$ cat src/rtl/fdiv_iter.sv
// fdiv_iter: parameterised IEEE-754-style floating-point divider.
// Restoring radix-2 division, one quotient bit per cycle, round to nearest
// even, denormal inputs flushed to zero and tiny results flushed to zero.
//
// state  | meaning
// IDLE   | ready for operands; unpack and classify on accept
// DIVIDE | one restoring-division step per cycle, MAN_W+3 steps
// ROUND  | normalise, round, range-check (or emit the special result)
// DONE   | result presented, held until out_ready
module fdiv_iter #(
  parameter int EXP_W = 8,
  parameter int MAN_W = 23
) (
  input  logic                   clk,
  input  logic                   rst_n,
  input  logic                   in_valid,
  output logic                   in_ready,
  input  logic [EXP_W+MAN_W:0]   a,
  input  logic [EXP_W+MAN_W:0]   b,
  output logic                   out_valid,
  input  logic                   out_ready,
  output logic [EXP_W+MAN_W:0]   out,
  output logic [3:0]             flags
);

  localparam int W  = 1 + EXP_W + MAN_W;
  localparam int M  = MAN_W + 1;
  localparam int N  = MAN_W + 3;
  localparam int EW = EXP_W + 2;
  localparam int CW = $clog2(N + 1);

  localparam logic [EXP_W-1:0]    EXP_ONES = '1;
  localparam logic signed [EW-1:0] BIAS    = EW'((1 << (EXP_W - 1)) - 1);
  localparam logic signed [EW-1:0] EXP_MAX = EW'((1 << EXP_W) - 1);
  localparam logic [CW-1:0]       ITERS    = CW'(N);
  localparam logic [W-1:0]        QNAN     = {1'b0, EXP_ONES, 1'b1, {(MAN_W-1){1'b0}}};

  typedef enum logic [1:0] {IDLE, DIVIDE, ROUND, DONE} state_t;

  state_t                 state;
  logic                   sign_q;
  logic signed [EW-1:0]   exp_q;
  logic [M-1:0]           den_q;
  logic [M:0]             rem_q;
  logic [N-1:0]           quo_q;
  logic [CW-1:0]          cnt_q;
  logic                   spec_q;
  logic [W-1:0]           spec_res_q;
  logic [3:0]             spec_flg_q;

  logic                   a_sign, b_sign, sign_in;
  logic [EXP_W-1:0]       a_exp, b_exp;
  logic [MAN_W-1:0]       a_frac, b_frac;
  logic                   a_zero, b_zero, a_inf, b_inf, a_nan, b_nan;

  assign a_sign  = a[W-1];
  assign b_sign  = b[W-1];
  assign a_exp   = a[W-2:MAN_W];
  assign b_exp   = b[W-2:MAN_W];
  assign a_frac  = a[MAN_W-1:0];
  assign b_frac  = b[MAN_W-1:0];
  assign sign_in = a_sign ^ b_sign;

  // A zero exponent covers both true zeros and flushed denormals.
  assign a_zero = (a_exp == '0);
  assign b_zero = (b_exp == '0);
  assign a_inf  = (a_exp == EXP_ONES) && (a_frac == '0);
  assign b_inf  = (b_exp == EXP_ONES) && (b_frac == '0);
  assign a_nan  = (a_exp == EXP_ONES) && (a_frac != '0);
  assign b_nan  = (b_exp == EXP_ONES) && (b_frac != '0);

  assign in_ready = (state == IDLE);

  logic           spec_hit;
  logic [W-1:0]   spec_res;
  logic [3:0]     spec_flg;

  // Special-operand classification, resolved in priority order.
  always_comb begin
    spec_hit = 1'b1;
    spec_res = '0;
    spec_flg = '0;
    if (a_nan || b_nan || (a_zero && b_zero) || (a_inf && b_inf)) begin
      spec_res = QNAN;
      spec_flg = 4'b1000;
    end else if (a_inf) begin
      spec_res = {sign_in, EXP_ONES, {MAN_W{1'b0}}};
    end else if (b_zero) begin
      spec_res = {sign_in, EXP_ONES, {MAN_W{1'b0}}};
      spec_flg = 4'b0100;
    end else if (a_zero || b_inf) begin
      spec_res = {sign_in, {(W-1){1'b0}}};
    end else begin
      spec_hit = 1'b0;
    end
  end

  logic           q_bit;
  logic [M:0]     rem_diff;

  // One restoring-division step: subtract the divisor when it fits.
  always_comb begin
    q_bit    = (rem_q >= {1'b0, den_q});
    rem_diff = q_bit ? (rem_q - {1'b0, den_q}) : rem_q;
  end

  logic [MAN_W-1:0]       frac_k, frac_r;
  logic                   guard, sticky, round_up, carry;
  logic signed [EW-1:0]   e_n, e_r;
  logic [W-1:0]           rnd_res;
  logic [3:0]             rnd_flg;

  // Normalise the quotient, round to nearest even, then range-check.
  always_comb begin
    if (quo_q[N-1]) begin
      frac_k = quo_q[N-2:2];
      guard  = quo_q[1];
      sticky = quo_q[0] | (rem_q != '0);
      e_n    = exp_q;
    end else begin
      frac_k = quo_q[N-3:1];
      guard  = quo_q[0];
      sticky = (rem_q != '0);
      e_n    = exp_q - EW'(1);
    end
    round_up        = guard & (sticky | frac_k[0]);
    {carry, frac_r} = {1'b0, frac_k} + {{MAN_W{1'b0}}, round_up};
    // A carry out of the fraction means 1.11..1 rounded up to 10.0; the
    // fraction is already zero so only the exponent moves.
    e_r     = e_n + $signed({{(EW-1){1'b0}}, carry});
    rnd_res = {sign_q, e_r[EXP_W-1:0], frac_r};
    rnd_flg = '0;
    if (e_r >= EXP_MAX) begin
      rnd_res = {sign_q, EXP_ONES, {MAN_W{1'b0}}};
      rnd_flg = 4'b0010;
    end else if (e_r <= EW'(0)) begin
      rnd_res = {sign_q, {(W-1){1'b0}}};
      rnd_flg = 4'b0001;
    end
  end

  // Control FSM with registered result and handshake outputs.
  always_ff @(posedge clk or negedge rst_n) begin
    if (!rst_n) begin
      state      <= IDLE;
      out_valid  <= 1'b0;
      out        <= '0;
      flags      <= '0;
      sign_q     <= 1'b0;
      exp_q      <= '0;
      den_q      <= '0;
      rem_q      <= '0;
      quo_q      <= '0;
      cnt_q      <= '0;
      spec_q     <= 1'b0;
      spec_res_q <= '0;
      spec_flg_q <= '0;
    end else begin
      case (state)
        IDLE: begin
          if (in_valid) begin
            sign_q     <= sign_in;
            exp_q      <= $signed({2'b00, a_exp}) - $signed({2'b00, b_exp}) + BIAS;
            den_q      <= {1'b1, b_frac};
            rem_q      <= {2'b01, a_frac};
            quo_q      <= '0;
            cnt_q      <= ITERS;
            spec_q     <= spec_hit;
            spec_res_q <= spec_res;
            spec_flg_q <= spec_flg;
            state      <= spec_hit ? ROUND : DIVIDE;
          end
        end
        DIVIDE: begin
          quo_q <= {quo_q[N-2:0], q_bit};
          rem_q <= rem_diff << 1;
          cnt_q <= cnt_q - CW'(1);
          if (cnt_q == CW'(1)) state <= ROUND;
        end
        ROUND: begin
          out       <= spec_q ? spec_res_q : rnd_res;
          flags     <= spec_q ? spec_flg_q : rnd_flg;
          out_valid <= 1'b1;
          state     <= DONE;
        end
        DONE: begin
          if (out_ready) begin
            out_valid <= 1'b0;
            state     <= IDLE;
          end
        end
        default: state <= IDLE;
      endcase
    end
  end

endmodule
$ cat config.mk
export PLATFORM = sky130hd
export DESIGN_NAME = fdiv_iter
export DESIGN_NICKNAME = d
export VERILOG_FILES = /design/src/rtl/fdiv_iter.sv
export SDC_FILE = /design/constraint.sdc
export NUM_CORES = 1
export LEC_CHECK = 0
export CORE_MARGIN = 2
export CORE_UTILIZATION = 40
export CTS_CLUSTER_SIZE = 25
export DETAILED_ROUTE_END_ITERATION = 8
export PLACE_DENSITY_LB_ADDON = 0.2
export SLEW_MARGIN = 10
export SYNTH_ARGS = -nofsm -noshare
export SYNTH_HDL_FRONTEND = slang
export SYNTH_SLANG_ARGS = --single-unit
export TNS_END_PERCENT = 10
$ cat constraint.sdc
create_clock -name clk -period 5.8 [get_ports clk]
set_input_delay 0.87 -clock clk [delete_from_list [all_inputs] [get_ports clk]]
set_output_delay 0.87 -clock clk [all_outputs]
set_load 0.02 [all_outputs]
==> reports/results.tsv, run 1 <==
stage	metric	value	unit
drt	first_pass_iters	6	
floorplanning	io_pins	106	
critical_path	cp_data_arrival_time	5.30	ns
synthesis	synth_nets	1164	
synthesis	synth_area_per_cell	8.70	µm²
cts	cts_tree	done	
drt	drc	0	
finish	antenna_cells	0	
power	p_leak	4.48	nW
synthesis	netlist.area_leader.share	0.370	
timing	max_slew_margin	0.184	
timing	slew_violations	0	
place	dp_hpwl	17700	µm
global_route	overflow	0	
drt	drt_iter0_drc	544	
drt	wire_per_inst	16.9	µm
critical_path	required	6.07	ns
timing	period_share	0.867	
cts	cts_buffers	17	
cts	cts.sinks	135	
drt	dr_total_vias	8024	
synthesis	ys_warn_count	0	
synthesis	synth-seq-cells	135	
floorplanning	coreArea	0.0225	mm²
timing	fmax	0.199	GHz
finish	final_cells	1431	
global_route	grt_usage	0.204	
synthesis	synthArstFlopShare	1.00	
timing	skew	0.0126	ns
cts	htree_levels	4	
critical_path	end_kind	flip-flop	
place	port_buffers	105	
critical_path	startpoint_type	flip-flop	
global_route	grt_pass1_vias	7617	
hold_path	hp-class	reg2reg	
place	globalplace.congestion	0.883	
global_route	gr-usage-met3	0.0345	
place	dp_cells	1399	
synthesis	ys.flop_type	dfrtp_1	
synthesis	synthesis.area	0.00914	mm²
global_route	grt_first_pass_wirelength	39600	µm
floorplanning	die_y	155	µm
cts	cts_setup_buffers	0	
finish	drive_above_1_share	0.0628	
timing	period_minus_slack	5.03	ns
finish	nNetsFinal	1246	
flow_run	max_cap_viol_count	0	
floorplanning	start_util	0.406	
power	peakVddDrop	0.282	mV
synthesis	synth_area_leaders	dfrtp_1 37%, ha_1 5.9%, o21ai_0 5.1%	
floorplanning	dieArea	0.0241	mm²
floorplanning	num_rows	55	
status	status	completed	
cts	cts_buffer_depth	2	
timing	hold_viol	0	
global_route	gr-usage-met2	0.335	
synthesis	netlist.top_cell.by_area	dfrtp_1	
floorplanning	die_w	155	µm
synthesis	ys_seq_area_frac	0.370	
critical_path	crit_fanout	23	
timing	rsz0062_at_grt	false	
critical_path	path_class	reg2reg	
cts	postCtsResizedCells	0	
timing	worst_slew_pin_slew	1.22	ns
drt	ant_nets	0	
synthesis	yosysUniqueCellTypes	77	
cts	clk_pin_slew	0.06	ns
cts	cts_hold_buf	0	
power	powerDensity	544	mW/mm²
timing	tns	0	ns
drt	drt-total-wl	24100	µm
synthesis	postSynthCellCount	1051	
drt	vias_per_cell	5.61	
synthesis	synth-edff-count	0	
global_route	top_usage_layer	met2	
global_route	grt_max_degree	101	
cts	clk_root_buffer_cell	clkbuf_16	
finish	syn2layout_area_growth	21.1	%
cts	clk_latency	0.43	ns
global_route	antenna_found_initial	0	
global_route	grtUsageMet1	0.280	
timing	finalSetupViolations	0	
[path summary, 6_finish.rpt]
check                           slack, ns      start        end  cells past startpoint
worst max-delay path                 0.77  quo_q[25]     out[4]                     15
worst min-delay path                 0.46  den_q[23]  den_q[23]                      2
worst max register to register       0.77  quo_q[25]     out[4]                     15
worst min register to register       0.46  den_q[23]  den_q[23]                      2
max in group asynchronous            4.16      rst_n  rem_q[24]                      2
min in group asynchronous            0.54      rst_n    out[27]                      1
[logic make-up (layout without fill, tap and decap cells)]
kind of cell	after synthesis	count (layout)	share of synthesized area
AND/OR/NAND/NOR	365	365	0.199
AO/OA/AOI/OAI	296	296	0.219
flip-flops	135	135	0.370
buffers and inverters	111	206	0.0486
XOR/XNOR	68	68	0.0660
adder cells (fa/ha/maj)	45	45	0.0633
multiplexers	31	31	0.0346
[synthesized netlist by cell type, types with 3 or more instances]
master and n:
nor2_1 66, nand3b_1 3, clkbuf_1 41, nand2_1 125, xor2_1 25, ha_1 43
a21boi_0 6, o21ai_0 94, a211oi_1 7, nor4_1 24, or4_1 3, o32ai_1 3
mux2_2 5, a21oi_1 57, nor2b_1 14, o41ai_1 4, and2_1 7, a21o_1 9
a211o_1 3, xnor2_1 42, a22oi_1 10, o2bb2ai_2 5, nor3_1 19, inv_1 56
mux2i_1 26, nand2b_1 13, and3_1 16, o21a_1 12, or3_1 13, nand4_1 13
buf_1 6, buf_2 3, o2bb2ai_1 17, nor3b_1 3, buf_6 3, a22o_1 20
o22ai_1 9, nand3_1 29, a31oi_1 8, o211ai_1 8, dfrtp_1 135
[layout make-up]
class | instances | area [µm²]
Inverter | 57 | 214
Sequential cell | 135 | 3380
Timing Repair Buffer | 117 | 1140
Multi-Input combinational cell | 805 | 5320
Fill cell | 2131 | 11400
Tap cell | 285 | 357
Clock buffer | 17 | 425
Clock inverter | 15 | 225
[state kept, by name (all words and copies together) (netlist names), 2 cells and up]
register and cells:
out 32, quo_q 26, rem_q 25, den_q 24, exp_q 10, cnt_q 5
flags 4, spec_res_q 3, state 2
[per-stage QoR]
step	power [mW]	hold slack, ns	utilization	cell area [µm²]	setup WS [ns]
final	6.02	0.456	0.492	11100	0.770
after CTS	6.02	0.460	0.492	11100	0.714
after floorplan	3.93	0.418	-	9140	1.42
after detailed placement	4.78	0.446	0.463	10400	0.821
after global routing	6.50	0.475	0.492	11100	0.164
after global placement	4.76	0.436	0.463	10400	0.876
[layout by cell type, fill, tap and decap left out, types with 29 or more instances in the layout]
cell type,netlist,final
o21ai_0,94,94
ha_1,43,43
a21oi_1,57,57
nand2_1,125,125
clkdlybuf4s50_1,0,104
xnor2_1,42,42
inv_1,56,56
nand3_1,29,29
dfrtp_1,135,134
nor2_1,66,66
[critical path, cell delays in order, from the launching register on]
cell	delay, ns
dfrtp_2	0.55
nand2b_1	0.27
a2111oi_1	0.46
buf_4	0.22
and4_1	0.21
nand2_1	0.07
nor4b_1	0.34
ha_1	0.25
inv_1	0.05
o41ai_1	0.76
o311ai_2	0.24
nor2_1	0.21
xnor2_2	0.17
a41oi_2	0.18
o211ai_4	0.68
o32ai_1	0.20
[power breakdown]
part           total (mW)  internal, mW  switching, mW
registers            1.54          1.25          0.292
clock network        1.21         0.764          0.441
logic                3.28          1.32           1.96
[metal layers]
| metal | wire length, µm | share of wire |
|---|---|---|
| met1 | 11400 | 0.47 |
| met2 | 11200 | 0.47 |
| met3 | 1230 | 0.051 |
| met4 | 319 | 0.013 |
| met5 | 0 | 0 |
No activity file was read; power rests on OpenSTA's default activity.
==> run 2: changes to the inputs <==
--- a/config.mk
+++ b/config.mk
@@ -6,10 +6,11 @@
 export NUM_CORES = 1
 export LEC_CHECK = 0
 export CORE_MARGIN = 2
-export CORE_UTILIZATION = 40
+export CORE_UTILIZATION = 57
 export CTS_CLUSTER_SIZE = 25
 export DETAILED_ROUTE_END_ITERATION = 8
-export PLACE_DENSITY_LB_ADDON = 0.2
+export PLACE_DENSITY = 0.81
+export SETUP_SLACK_MARGIN = 0.02
 export SLEW_MARGIN = 10
 export SYNTH_ARGS = -nofsm -noshare
 export SYNTH_HDL_FRONTEND = slang
==> run 2 against run 1 <==
Effect of this change: final area down 1.2%; fmax is 0.65% lower; sequential power about the same; critical endpoint is now out[22]; highest routed layer unchanged.
==> reports/results.tsv, run 2 (synthesis results as in run 1) <==
stage	metric	value	unit
cts	cts.sinks	135	
timing	max_slew_margin	0.264	
cts	clk_root_buffer_cell	clkbuf_16	
finish	final_cells	1360	
drt	drt_iter0_drc	705	
critical_path	rr_startpoint	quo_q[25]	
cts	cts_buffers	17	
timing	worst_slew_pin_slew	1.10	ns
timing	period_share	0.873	
finish	final_cell_mix	134 x dfrtp_1, 125 x nand2_1, 104 x clkdlybuf4s50_1	
drt	drc	0	
timing	fmax	0.198	GHz
global_route	grt_usage	0.283	
finish	largest_reg_flops	32	
timing	fin_ws	0.738	ns
finish	fillers	1259	
cts	cts_setup_buffers	0	
flow_run	max_cap_viol_count	0	
power	sw_frac_of_total	0.445	
drt	drt-total-wl	23300	µm
global_route	grt_max_degree	89	
critical_path	startpoint_type	flip-flop	
power	p_int	3.30	mW
finish	regArea	0.00338	mm²
cts	cts_tree	done	
hold_path	hp-class	reg2reg	
drt	dr_total_vias	8251	
finish	finalInstanceArea	0.0109	mm²
power	p_leak	4.46	nW
place	place_ws	0.731	ns
drt	wl_met3	1480	µm
status	status	completed	
cts	clk_latency	0.43	ns
place	dp_cells	1329	
cts	cts_buffer_depth	2	
timing	period_minus_slack	5.06	ns
place	port_buffers	105	
global_route	overflow	0	
critical_path	critPathLaunch	quo_q[25]	
global_route	grt_pass1_vias	7701	
place	globalplace.congestion	0.930	
global_route	antenna_found_initial	0	
power	p_comb_frac	0.548	
floorplanning	num_rows	46	
timing	rsz0062_at_grt	false	
power	peakVddDrop	0.404	mV
finish	nNetsFinal	1245	
drt	top_layer	met4	
finish	syn2layout_area_growth	19.6	%
critical_path	crit_fanout	23	
power	switchingPower	2.65	mW
power	power	5.95	mW
critical_path	end_kind	flip-flop	
floorplanning	io_pins	106	
timing	slew_violations	0	
drt	vias_per_cell	6.07	
critical_path	cp_data_arrival_time	5.33	ns
power	seq_power_share	0.260	
timing	tns	0	ns
finish	drive_above_1_share	0.0586	
critical_path	path_class	reg2reg	
critical_path	endpoint	out[22]	
cts	postCtsResizedCells	0	
timing	skew	0.00815	ns
cts	clk_pin_slew	0.06	ns
power	powerDensity	544	mW/mm²
floorplanning	coreArea	0.0158	mm²
finish	multi_input_area	0.00532	mm²
timing	finalSetupViolations	0	
hold_path	min_path_cells	2	
cts	cts_hold_buf	0	
drt	ant_nets	0	
finish	reg_top3	out: 32 flops, quo_q: 26 flops, rem_q: 25 flops	
place	dp_hpwl	16700	µm
drt	wl_met1	10400	µm
floorplanning	die_w	131	µm
drt	wire_per_inst	17.1	µm
critical_path	timing.rr.end	out[22]	
finish	final_util	0.693	
finish	antenna_cells	0	
drt	first_pass_iters	5	
finish	final_common_cell	dfrtp_1	
timing	fin_hold_ws	0.467	ns
floorplanning	die_y	131	µm
timing	hold_viol	0	
cts	htree_levels	4	
power	power.share.clock	0.192	
global_route	grt_first_pass_wirelength	38100	µm
critical_path	required	6.07	ns
critical_path	r2r_slack	0.74	ns
floorplanning	dieArea	0.0171	mm²
floorplanning	start_util	0.579	
drt	routed-wl-met2	10900	µm
critical_path	r2r_cells	14	
finish	regMostFlops	out	
place	placed_area	0.0103	mm²
==> run 2: layout make-up <==
class | count | area share
Timing Repair Buffer | 116 | 0.104
Tap cell | 216 | 0.0247
Multi-Input combinational cell | 805 | 0.487
Sequential cell | 135 | 0.309
Clock buffer | 22 | 0.0425
Inverter | 57 | 0.0196
Clock inverter | 9 | 0.0137
==> run 2: critical path: stages (launching register included) <==
cell,delay (ns)
dfrtp_2,0.65
buf_4,0.35
mux2_2,0.21
nor4b_1,0.51
nand2_1,0.11
nor4b_1,0.36
ha_1,0.25
inv_1,0.05
o41ai_1,0.73
o311ai_2,0.25
nor2_1,0.21
xnor2_2,0.17
a41oi_2,0.19
o211ai_4,0.66
o221ai_1,0.19
==> run 2: how the worst min path moves through the flow <==
stage | startpoint | to
finish | den_q[23] | den_q[23]
global route | den_q[23] | den_q[23]
CTS | den_q[23] | den_q[23]
detailed placement | den_q[23] | den_q[23]
global placement | den_q[23] | den_q[23]
floorplan | den_q[23] | den_q[23]
==> run 2: routing by layer <==
metal	vias up	GRT usage
li1	3958	-
met1	3933	0.397
met2	313	0.447
met3	47	0.0460
met4	0	0.101
met5	-	0
==> run 2: power groups by stage <==
stage                     sequential [mW]  combinational, mW  clock [mW]
final                                1.55               3.26        1.14
after global routing                 1.59               3.60        1.20
after CTS                            1.54               3.23        1.15
after detailed placement             1.55               3.19           0
after global placement               1.54               3.13           0
after floorplan                      1.50               2.43           0
